--- src/rtl/instr_sequencer_pkg.sv ---
// rtl/instr_sequencer_pkg.sv - instruction format, class codes and FSM states for the sequencer
package instr_sequencer_pkg;

    localparam int NUM_REGS = 16;
    localparam int REG_AW   = 4;

    localparam logic [3:0] CLS_NOP  = 4'h0;
    localparam logic [3:0] CLS_ALU  = 4'h1;
    localparam logic [3:0] CLS_LDI  = 4'h2;
    localparam logic [3:0] CLS_JMP  = 4'h3;
    localparam logic [3:0] CLS_BRS  = 4'h4;
    localparam logic [3:0] CLS_HALT = 4'hF;

    typedef enum logic [2:0] {
        ST_IDLE,
        ST_FETCH,
        ST_DECODE,
        ST_EXEC,
        ST_HALT
    } state_e;

    typedef struct packed {
        logic [3:0] cls;
        logic [3:0] op;
        logic [3:0] rd;
        logic [3:0] ra;
        logic [3:0] rb;
        logic [3:0] rsvd;
        logic [7:0] imm;
    } instr_t;

    function automatic instr_t decode_word(input logic [31:0] word);
        return instr_t'(word);
    endfunction

endpackage

--- src/rtl/instr_sequencer_reg_file.sv ---
// rtl/instr_sequencer_reg_file.sv - 16-entry register file, two operand read ports, one debug read port
module instr_sequencer_reg_file
    import instr_sequencer_pkg::*;
#(
    parameter int w = 8
) (
    input  logic              clock,
    input  logic              reset,
    input  logic              we,
    input  logic [REG_AW-1:0] waddr,
    input  logic [w-1:0]      wdata,
    input  logic [REG_AW-1:0] ra_addr,
    output logic [w-1:0]      ra_data,
    input  logic [REG_AW-1:0] rb_addr,
    output logic [w-1:0]      rb_data,
    input  logic [REG_AW-1:0] dbg_addr,
    output logic [w-1:0]      dbg_data
);

    logic [w-1:0] regs [NUM_REGS];

    // Reset has priority so a writeback in the reset cycle is dropped.
    always_ff @(posedge clock) begin
        if (reset) begin
            for (int i = 0; i < NUM_REGS; i++) begin
                regs[i] <= '0;
            end
        end else if (we) begin
            regs[waddr] <= wdata;
        end
    end

    assign ra_data  = regs[ra_addr];
    assign rb_data  = regs[rb_addr];
    assign dbg_data = regs[dbg_addr];

endmodule

--- src/rtl/instr_sequencer.sv ---
// rtl/instr_sequencer.sv - fetch/decode/writeback sequencer driving an external combinational alu
module instr_sequencer
    import instr_sequencer_pkg::*;
#(
    parameter int w        = 8,
    parameter int op_w     = 1,
    parameter int status_w = 1,
    parameter int iw       = 32,
    parameter int pc_w     = 8
) (
    input  logic                clock,
    input  logic                reset,
    input  logic                start,
    output logic [pc_w-1:0]     rom_addr,
    input  logic [iw-1:0]       rom_data,
    output logic [op_w-1:0]     alu_op,
    output logic [w-1:0]        alu_a,
    output logic [w-1:0]        alu_b,
    input  logic [w-1:0]        alu_result,
    input  logic [status_w-1:0] alu_status,
    output logic                busy,
    output logic                halted,
    input  logic [REG_AW-1:0]   dbg_addr,
    output logic [w-1:0]        dbg_data
);

    state_e            state_q, state_d;
    logic [pc_w-1:0]   pc_q, pc_d;
    instr_t            ir_q, ir_d;
    logic [op_w-1:0]   op_q, op_d;
    logic [w-1:0]      a_q, a_d;
    logic [w-1:0]      b_q, b_d;
    logic              flag_q, flag_d;

    instr_t            word;
    logic              rf_we;
    logic [REG_AW-1:0] rf_waddr;
    logic [w-1:0]      rf_wdata;
    logic [w-1:0]      ra_data;
    logic [w-1:0]      rb_data;

    assign word = decode_word(rom_data[31:0]);

    instr_sequencer_reg_file #(.w(w)) u_reg_file (
        .clock    (clock),
        .reset    (reset),
        .we       (rf_we),
        .waddr    (rf_waddr),
        .wdata    (rf_wdata),
        .ra_addr  (word.ra),
        .ra_data  (ra_data),
        .rb_addr  (word.rb),
        .rb_data  (rb_data),
        .dbg_addr (dbg_addr),
        .dbg_data (dbg_data)
    );

    always_ff @(posedge clock) begin
        if (reset) begin
            state_q <= ST_IDLE;
            pc_q    <= '0;
            ir_q    <= '0;
            op_q    <= '0;
            a_q     <= '0;
            b_q     <= '0;
            flag_q  <= 1'b0;
        end else begin
            state_q <= state_d;
            pc_q    <= pc_d;
            ir_q    <= ir_d;
            op_q    <= op_d;
            a_q     <= a_d;
            b_q     <= b_d;
            flag_q  <= flag_d;
        end
    end

    always_comb begin
        state_d  = state_q;
        pc_d     = pc_q;
        ir_d     = ir_q;
        op_d     = op_q;
        a_d      = a_q;
        b_d      = b_q;
        flag_d   = flag_q;
        rf_we    = 1'b0;
        rf_waddr = ir_q.rd;
        rf_wdata = alu_result;

        unique case (state_q)
            ST_IDLE, ST_HALT: begin
                if (start) begin
                    pc_d    = '0;
                    state_d = ST_FETCH;
                end
            end
            ST_FETCH: begin
                state_d = ST_DECODE;
            end
            ST_DECODE: begin
                ir_d    = word;
                state_d = ST_FETCH;
                pc_d    = pc_q + pc_w'(1);
                case (word.cls)
                    CLS_NOP: begin
                    end
                    CLS_ALU: begin
                        // Operands sampled here, so rd aliasing ra/rb sees pre-writeback values.
                        a_d     = ra_data;
                        b_d     = rb_data;
                        op_d    = word.op[op_w-1:0];
                        pc_d    = pc_q;
                        state_d = ST_EXEC;
                    end
                    CLS_LDI: begin
                        rf_we    = 1'b1;
                        rf_waddr = word.rd;
                        rf_wdata = w'(word.imm);
                    end
                    CLS_JMP: begin
                        pc_d = pc_w'(word.imm);
                    end
                    CLS_BRS: begin
                        if (flag_q) begin
                            pc_d = pc_w'(word.imm);
                        end
                    end
                    CLS_HALT: begin
                        pc_d    = pc_q;
                        state_d = ST_HALT;
                    end
                    default: begin
                    end
                endcase
            end
            ST_EXEC: begin
                rf_we   = 1'b1;
                flag_d  = alu_status[0];
                pc_d    = pc_q + pc_w'(1);
                state_d = ST_FETCH;
            end
            default: begin
                state_d = ST_IDLE;
            end
        endcase
    end

    assign rom_addr = pc_q;
    assign alu_op   = op_q;
    assign alu_a    = a_q;
    assign alu_b    = b_q;
    assign busy     = (state_q == ST_FETCH) || (state_q == ST_DECODE) || (state_q == ST_EXEC);
    assign halted   = (state_q == ST_HALT);

    logic unused_bits;
    assign unused_bits = ^{ir_q, alu_status, rom_data};

endmodule
--- config.mk ---
export PLATFORM = sky130hd
export DESIGN_NAME = instr_sequencer
export DESIGN_NICKNAME = d
export VERILOG_FILES = /design/src/rtl/instr_sequencer_pkg.sv /design/src/rtl/instr_sequencer_reg_file.sv /design/src/rtl/instr_sequencer.sv
export SDC_FILE = /design/constraint.sdc
export NUM_CORES = 1
export LEC_CHECK = 0
export ABC_AREA = 0
export CAP_MARGIN = 5
export CORE_ASPECT_RATIO = 1.75
export CORE_MARGIN = 2
export CORE_UTILIZATION = 30
export DETAILED_ROUTE_END_ITERATION = 8
export PLACE_DENSITY = 0.53
export SETUP_SLACK_MARGIN = 0.15
export SKIP_CTS_REPAIR_TIMING = 1
export SLEW_MARGIN = 20
export SYNTH_ARGS = -nofsm -noshare
export SYNTH_HDL_FRONTEND = slang
export SYNTH_SLANG_ARGS = --single-unit
--- constraint.sdc ---
create_clock -name clock -period 5.55 [get_ports clock]
set_input_delay 1.11 -clock clock [delete_from_list [all_inputs] [get_ports clock]]
set_output_delay 1.11 -clock clock [all_outputs]
set_load 0.02 [all_outputs]
; Word-level counts from Yosys, hierarchy flattened
; Memory sizes are Yosys's and may differ from the RTL's. A register that Yosys moved wholly into a read port is not among the register bits.
; Cells that the tools add are included.
[totals]
mem_bits_rw = 128
wordCells = 48
regBits = 17
n_memories = 1
[op_classes]
n_mux = 21
reduce_logical = 9
add_sub_neg = 1
eq_ne = 11
[mem_list]
columns = name, words, word_bits, read_ports, rd_ports_with_merged_regs, write_ports, line
row1 = u_reg_file.regs, 16, 8, 3, 2, 16, instr_sequencer_reg_file.sv:20  ; logic [w-1:0] regs [NUM_REGS];
[ops]
columns = operator, n
row1 = $pmux 8 s3, 2
row2 = $mux 8, 5
row3 = $mux 4, 3
row4 = $pmux 3 s4, 1
row5 = $add 8x1->8 const B, 1
row6 = $eq 4x2->1 const B, 2
row7 = $reduce_or 8->1, 1
row8 = $mux 1, 7
row9 = $eq 3x2->1 const B, 2
row10 = $pmux 3 s2, 1
row11 = $eq 4x1->1 const B, 1
row12 = $eq 4x3->1 const B, 1
row13 = $eq 4x4->1 const B, 1
row14 = $ne 2x2->1 const B, 2
row15 = $reduce_or 2->1, 2
row16 = $eq 3x1->1 const B, 1
row17 = $eq 3x3->1 const B, 1
row18 = $logic_not 3->1, 1
row19 = $mux 3, 1
row20 = $reduce_and 3->1, 1
row21 = $reduce_bool 3->1, 1
row22 = $logic_or 1x1->1, 2
row23 = $pmux 1 s2, 1
row24 = $reduce_and 2->1, 1

; Depth between registers and ports, before layout
; Gate-level depths: netlist of run 1.
[depth]
depth_word = 8
mapped_depth = 7
mapped_depth_nobuf = 5

; Hierarchy
; From an unflattened synthesis of run 1, not the netlist that was laid out.
[unflattened]
cells_unflattened = 725
hier_area_um2 = 9435.3
[by_module_without_submodules]
columns = module, cells_each, instances, area_per_inst_um2
row1 = instr_sequencer_reg_file, 515, 1, 7743.7
row2 = instr_sequencer, 210, 1, 1691.6

; Worst setup path before layout of run 1
; OpenSTA, ideal clock, no wires.
[synth_path]
kind = in2out
from = input dbg_addr[0]
to = output dbg_data[0]
slack_ns = 1.747
t_arrival_ns = 2.693
cell_stages = 4
cell_sequence = clkbuf_1 > buf_2 > mux4_2 > mux4_2
[synth_via]
elab_chain_len = 1
[synth_lines]
columns = element, line
row1 = start: declaration, instr_sequencer.sv:23  ; input logic [REG_AW-1:0] dbg_addr,
row2 = $mem_v2 16x8, -
row3 = end: declaration, instr_sequencer.sv:24  ; output logic [w-1:0] dbg_data
; Every way passes these cells.

; Final worst setup path of run 1
[layout_path]
from = input dbg_addr[1]
to = output dbg_data[5]
; The elaborated chain is that of the path after synthesis.

==> metrics.md, run 1 <==
| Metric | Value |
|---|---|
| Status | `finished clean` |
| Setup_tns | `0 ns` |
| Synth cell types | `63` |
| Fmax | `213.3 MHz` |
| Wirelength, routed | `32300 um` |
| Row cnt | `roughly 90` |
| Global route total overflow | `0` |
| 1st-iter DRT viols | `455` |
| Share of cells above drive strength 1 | `0.3532` |
| Final clock skew | `0.007379 ns` |
| Vias | `roughly 6.8k` |
| Die area | `35090 sq um` |
| CTS Root Cell | `clkbuf_16` |
| Combinational power share | `0.145` |
| DP Wirelength | `21940 um` |
| Post-Synthesis Cells | `700` |
| Clk network pwr share | `0.391` |
| Commonest non-fill, non-tap cells in the layout | `edfxtp_1, mux4_2, nor3_1` |
| Buffers on Ports | `75` |
| Internal power | `2.157 mW` |
| H-tree depth | `4` |
| Pins over their slew limit | `0` |
| I/O pin cnt | `83` |
| TritonCTS Sinks | `about 160` |
| Synth Area per Inst | `14.38 sq um` |
| PD cells | `249.9 nW/um^2` |
| Pin count of the biggest net entering global routing | `72` |
| Fillers | `3209` |
| Post-layout nets | `806` |
| Vias in the first global route | `approximately 7.2k` |
| Starting Density | `0.3047` |
| Crit path required time | `4.44 ns` |
| CTS max path bufs | `2` |
| Worst Hold Class | `reg -> reg` |
| Max-cap violation count | `0` |
| Clock Pin Slew Worst Setup and Hold Paths | `0.07 ns` |
| CP Capture Type | `output pin` |
| First-pass GRT wire length | `47530 um` |
| Worst vdd ir | `0.0002056 V` |
| CP arrival | `3.58 ns` |
| # diodes | `0` |
| Max_slew headroom | `0.2454` |
| CTS tree | `yes` |
| Critical path class | `in -> out` |
| Final worst-path cycle share | `0.8446` |
| Most common cell after layout, fill and taps aside | `edfxtp_1` |
| Routed vias/inst | `5.782` |
| Area growth syn-to-layout | `17.08%` |
| GRT Total Usage | `0.1898` |
| Initial antenna violation count | `0` |
| Setup violations, final | `0` |
| Pwr Total | `2.944 mW` |
| Drt pass-1 iters | `4` |
| Final hold vios | `0` |
| Synth async-reset ratio | `0` |
| Antenna Nets Post-Route | `0` |
| LEAKAGE | `3.704 nW` |
| Core footprint | `around 33000 sq um` |
| Slew @ Worst Pin | `1.126 ns` |
| RSZ-0062 raised after global routing | `false` |
| YS warnings | `0` |
| Switching share of power | `0.2673` |
| Startpoint types | `input pin` |
| Number of synthesized flops with an enable pin | `128` |
| Die Width | `142.5 um` |
| Gpl congestion | `0.8332` |
| Post-synthesis sequential area ratio | `0.4475` |
| Die Ht | `about 250 um` |
| Sequential share of power | `0.464` |
| DR WL/cell | `27.49 um` |
| Post-route DRC | `0` |
| Seq cells post-synth | `161` |
| Psw | `0.7871 mW` |
| CP max FO | `32` |
| Cts bufs inserted | `17` |
| Synthesized netlist net count | `about 750` |
| Clk_lat worst skew | `between 0.4 and 0.5 ns` |
| Top_reg_cell synth | `edfxtp_1` |
| Mapped Area | `10060 sq um` |
| Fin crit period | `4.688 ns` |
-- final timing paths --
check,startpoint,endpoint,slack [ns],cells past startpoint
setup / recovery,dbg_addr[1],dbg_data[5],0.86,5
setup reg to reg,state_q[0],u_reg_file.regs[6][5],2.29,4
hold / removal,alu_op,alu_op,0.47,2
hold reg to reg,alu_op,alu_op,0.47,2
-- stage by stage --
stage | setup WS (ns) | instances | cell area (sq um) | hold slack, ns | util
after floorplan | 1.747 | 700 | 10060 | 0.4441 | -
after global placement | 0.8781 | 1143 | 11210 | 0.4618 | 0.3394
after detailed placement | 0.8745 | 1143 | 11210 | 0.4623 | 0.3394
after CTS | 0.8665 | 1175 | 11770 | 0.4747 | 0.3564
after global routing | 0.8384 | 1175 | 11780 | 0.5032 | 0.3567
final | 0.8623 | 1175 | 11780 | 0.4715 | 0.3567
-- registers in the layout (all words and copies together), names as in the netlist --
name,flops
alu_a,8
alu_b,8
alu_op,1
flag_q,1
ir_q,4
rom_addr,8
state_q,3
u_reg_file.regs,128
-- Yosys cell counts (all sizes together), types with 2 or more instances --
master | instances | area, sq um
o21bai | 16 | 150.2
or3 | 2 | 12.51
o21ai | 8 | 51.30
clkbuf | 28 | 105.1
nor4b | 2 | 38.78
nor3b | 2 | 26.28
mux2i | 30 | 391.6
or2 | 2 | 12.51
a21oi | 13 | 65.06
inv | 9 | 33.78
nand3 | 8 | 45.04
edfxtp | 128 | 3844
nor2b | 3 | 18.77
nor4 | 2 | 42.54
buf | 46 | 296.5
nand4 | 3 | 18.77
o32ai | 5 | 43.79
o41ai | 2 | 17.52
nand2b | 7 | 43.79
mux4 | 104 | 2342
o211ai | 5 | 92.59
dfxtp | 33 | 660.6
nand2 | 18 | 75.07
nand4b | 3 | 26.28
a221o | 16 | 160.2
o22ai | 4 | 65.06
nor3 | 135 | 887.1
a21boi | 2 | 18.77
mux2 | 16 | 180.2
a211oi | 2 | 20.02
a311oi | 5 | 43.79
nor2 | 27 | 101.4
nand3b | 2 | 15.01
-- area by class of cell --
| class | instances | area [sq um] | area share |
|---|---|---|---|
| timing repair buffer | 112 | 1026 | 0.08707 |
| inverter | 9 | 33.78 | 0.002867 |
| clock buffer | 18 | 429.2 | 0.03642 |
| sequential | 161 | 4504 | 0.3822 |
| tap | 405 | 506.7 | 0.04300 |
| multi-input combinational | 456 | 5151 | 0.4371 |
| clock inverter | 14 | 132.6 | 0.01126 |
-- cells by family after synthesis --
kind of cell | after synthesis | share of synthesized area
buf+inv | 83 | 0.04326
compound gates | 81 | 0.07558
fa+ha+maj | 1 | 0.001243
mux | 150 | 0.2895
simple gates | 224 | 0.1428
flops | 161 | 0.4475
-- critical path: stages --
cell and delay [ns]:
clkdlybuf4s50_1 0.46, buf_4 0.43, mux4_2 0.38, mux4_2 0.53
clkdlybuf4s50_1 0.63
-- layer usage --
metal / track usage / wire length, um
met4: 0.09930 / 1470
met5: 0 / 0
met1: 0.2065 / 11740
met2: 0.3490 / 17650
met3: 0.03052 / 1432
-- power groups by stage --
stage               Clock, mW  Sequential (mW)  Combinational [mW]
floorplan                   0             1.38               0.279
global placement            0             1.39               0.428
detailed placement          0             1.39               0.430
CTS                      1.17             1.37               0.431
global route             1.21             1.37               0.448
finish                   1.15             1.37               0.427
No activity file was read; power rests on OpenSTA's default activity.
==> inputs of run 2 (changes only) <==
==> constraint.sdc (replaced) <==
create_clock -name clock -period 4.4 [get_ports clock]
set_input_delay 0.88 -clock clock [delete_from_list [all_inputs] [get_ports clock]]
set_output_delay 0.88 -clock clock [all_outputs]
set_load 0.02 [all_outputs]
==> metrics.md, run 2 (synthesis results as in run 1) <==
| Metric | Value |
|---|---|
| CP arrival | `3.12 ns (was 3.58 ns)` |
| RSZ-0062 raised after global routing | `false (unchanged)` |
| Most common cell after layout, fill and taps aside | `edfxtp_1 (unchanged)` |
| Wirelength, routed | `31730 um (was 32300 um)` |
| Clock Pin Slew Worst Setup and Hold Paths | `0.06 ns (was 0.07 ns)` |
| Critical path class | `in -> out (unchanged)` |
| Area growth syn-to-layout | `18.54% (was 17.08%)` |
| Cts bufs inserted | `17 (unchanged)` |
| DP Wirelength | `21810 um (was 21940 um)` |
| Dpl ws | `0.3893 ns (was 0.8745 ns)` |
| Post-route DRC | `0 (unchanged)` |
| PD cells | `311.7 nW/um^2 (was 249.9 nW/um^2)` |
| Slowest cell delay on critical path | `0.62 ns (was 0.63 ns)` |
| Setup_tns | `0 ns (unchanged)` |
| Global route total overflow | `0 (unchanged)` |
| CTS max path bufs | `2 (unchanged)` |
| Slew @ Worst Pin | `0.8612 ns (was 1.126 ns)` |
| Crit path required time | `3.52 ns (was 4.44 ns)` |
| Setup violations, final | `0 (unchanged)` |
| Fin crit period | `3.995 ns` |
| Pin count of the biggest net entering global routing | `40 (was 72)` |
| CP Capture Type | `output pin (unchanged)` |
| # diodes | `0 (unchanged)` |
| Final worst slack | `0.4049 ns (was 0.8623 ns)` |
| Slowest-stage cell, CP | `clkdlybuf4s50_1 (unchanged)` |
| CP max FO | `32 (unchanged)` |
| Gpl congestion | `0.8255 (was 0.8332)` |
| Final worst-path cycle share | `0.9080` |
| GRT Total Usage | `0.1862 (was 0.1898)` |
| Die area | `35090 sq um (unchanged)` |
| Drt pass-1 iters | `6 (was 4)` |
| Die Ht | `246.3 um (unchanged)` |
| FF+latch area | `4504 sq um (unchanged)` |
| Final cell count without fillers | `1191 (was 1175)` |
| Fillers | `3204 (was 3209)` |
| Cells after DPL | `1159 (was 1143)` |
| Max reg flops | `128 (unchanged)` |
| Final clock skew | `0.007506 ns (was 0.007379 ns)` |
| Multi-input gate area | `5139 sq um (was 5151 sq um)` |
| Worst vdd ir | `0.0002437 V (was 0.0002056 V)` |
| LEAKAGE | `3.789 nW (was 3.704 nW)` |
| Final Hold Slack | `0.4636 ns (was 0.4715 ns)` |
| Reg with most FFs | `u_reg_file.regs (unchanged)` |
| Post-layout nets | `822 (was 806)` |
| CTS tree | `yes (unchanged)` |
| Final hold vios | `0 (unchanged)` |
| Worst-path cell chain | `clkdlybuf4s50_1 > buf_12 > mux4_2 > mux4_2 > clkdlybuf4s50_1 (was clkdlybuf4s50_1 > buf_4 > mux4_2 > mux4_2 > clkdlybuf4s50_1)` |
| Hold path startpoint | `alu_op (unchanged)` |
| Max-cap violation count | `0 (unchanged)` |
| Cell Area, Placed | `11370 sq um (was 11210 sq um)` |
| I/O pin cnt | `83 (unchanged)` |
| Row cnt | `88 (unchanged)` |
| Commonest non-fill, non-tap cells in the layout | `edfxtp_1, mux4_2, nor3_1 (unchanged)` |
| Fmax | `~250 MHz` |
| Starting Density | `0.3047 (unchanged)` |
| Clk_lat worst skew | `0.45 ns (was 0.44 ns)` |
| 1st-iter DRT viols | `481 (was 455)` |
| Vias in the first global route | `7055 (was 7188)` |
| H-tree depth | `4 (unchanged)` |
| Max_slew headroom | `0.4237 (was 0.2454)` |
| TritonCTS Sinks | `161 (unchanged)` |
| Antenna Nets Post-Route | `0 (unchanged)` |
| Initial antenna violation count | `0 (unchanged)` |
| CTS Root Cell | `clkbuf_16 (unchanged)` |
| Pins over their slew limit | `0 (unchanged)` |
| Status | `finished clean (unchanged)` |
| Final instance area | `11930 sq um (was 11780 sq um)` |
| Worst Hold Class | `reg -> reg (unchanged)` |
| Routed vias/inst | `5.781 (was 5.782)` |
| Share of cells above drive strength 1 | `0.3639 (was 0.3532)` |
| Vias | `6885 (was 6794)` |
| Core footprint | `33030 sq um (unchanged)` |
| Worst r2r src | `state_q[0] (unchanged)` |
| Die Width | `142.5 um (unchanged)` |
| Startpoint types | `input pin (unchanged)` |
| DR WL/cell | `26.64 um (was 27.49 um)` |
| First-pass GRT wire length | `46390 um (was 47530 um)` |
| Buffers on Ports | `75 (unchanged)` |
| Crit. Startpoint | `dbg_addr[1] (unchanged)` |
-- run 2: cell count changes in the layout (fill, tap and decap cells not counted), moves of 3 or more --
cell / before / now
clkinv_2: 2 / 5
buf_12: 1 / 4
clkinv_4: 5 / 1
inv_6: 3 / 0
buf_4: 36 / 49
-- run 2: final cells by class --
class | count | area share
Multi-Input combinational cell | 456 | 0.4307
Sequential cell | 161 | 0.3776
Timing Repair Buffer | 128 | 0.09921
Tap cell | 405 | 0.04248
Clock buffer | 20 | 0.03744
Clock inverter | 12 | 0.009754
Inverter | 9 | 0.002832
-- run 2: power by group --
group          internal, mW  switching, mW
clock                 0.840          0.613
combinational         0.257          0.285
sequential             1.68         0.0402
total                  2.78          0.938
-- run 2: stage by stage --
stage,utilization,power (mW)
after floorplan,-,2.090
after global placement,0.3441,2.299
after detailed placement,0.3441,2.303
after CTS,0.3612,3.750
after global routing,0.3612,3.822
final,0.3612,3.719
-- run 2: worst paths after layout --
kind                            to  slack, ns  cells past startpoint
min                         alu_op       0.46                      2
max reg2reg  u_reg_file.regs[4][2]       1.80                      5
min reg2reg                 alu_op       0.46                      2
max                    dbg_data[5]       0.40                      5
-- run 2: worst max-delay path: cells and delay by family --
family	cells	cell delay, ns
muxes	2	0.84
buffers and inverters	3	1.36
-- run 2: per-layer routing --
metal	vias to the layer above	track usage	wire [um]
li1	3022	-	-
met1	3521	0.2214	12230
met2	290	0.3305	16720
met3	52	0.02818	1684
met4	0	0.08125	1095
met5	-	0	0
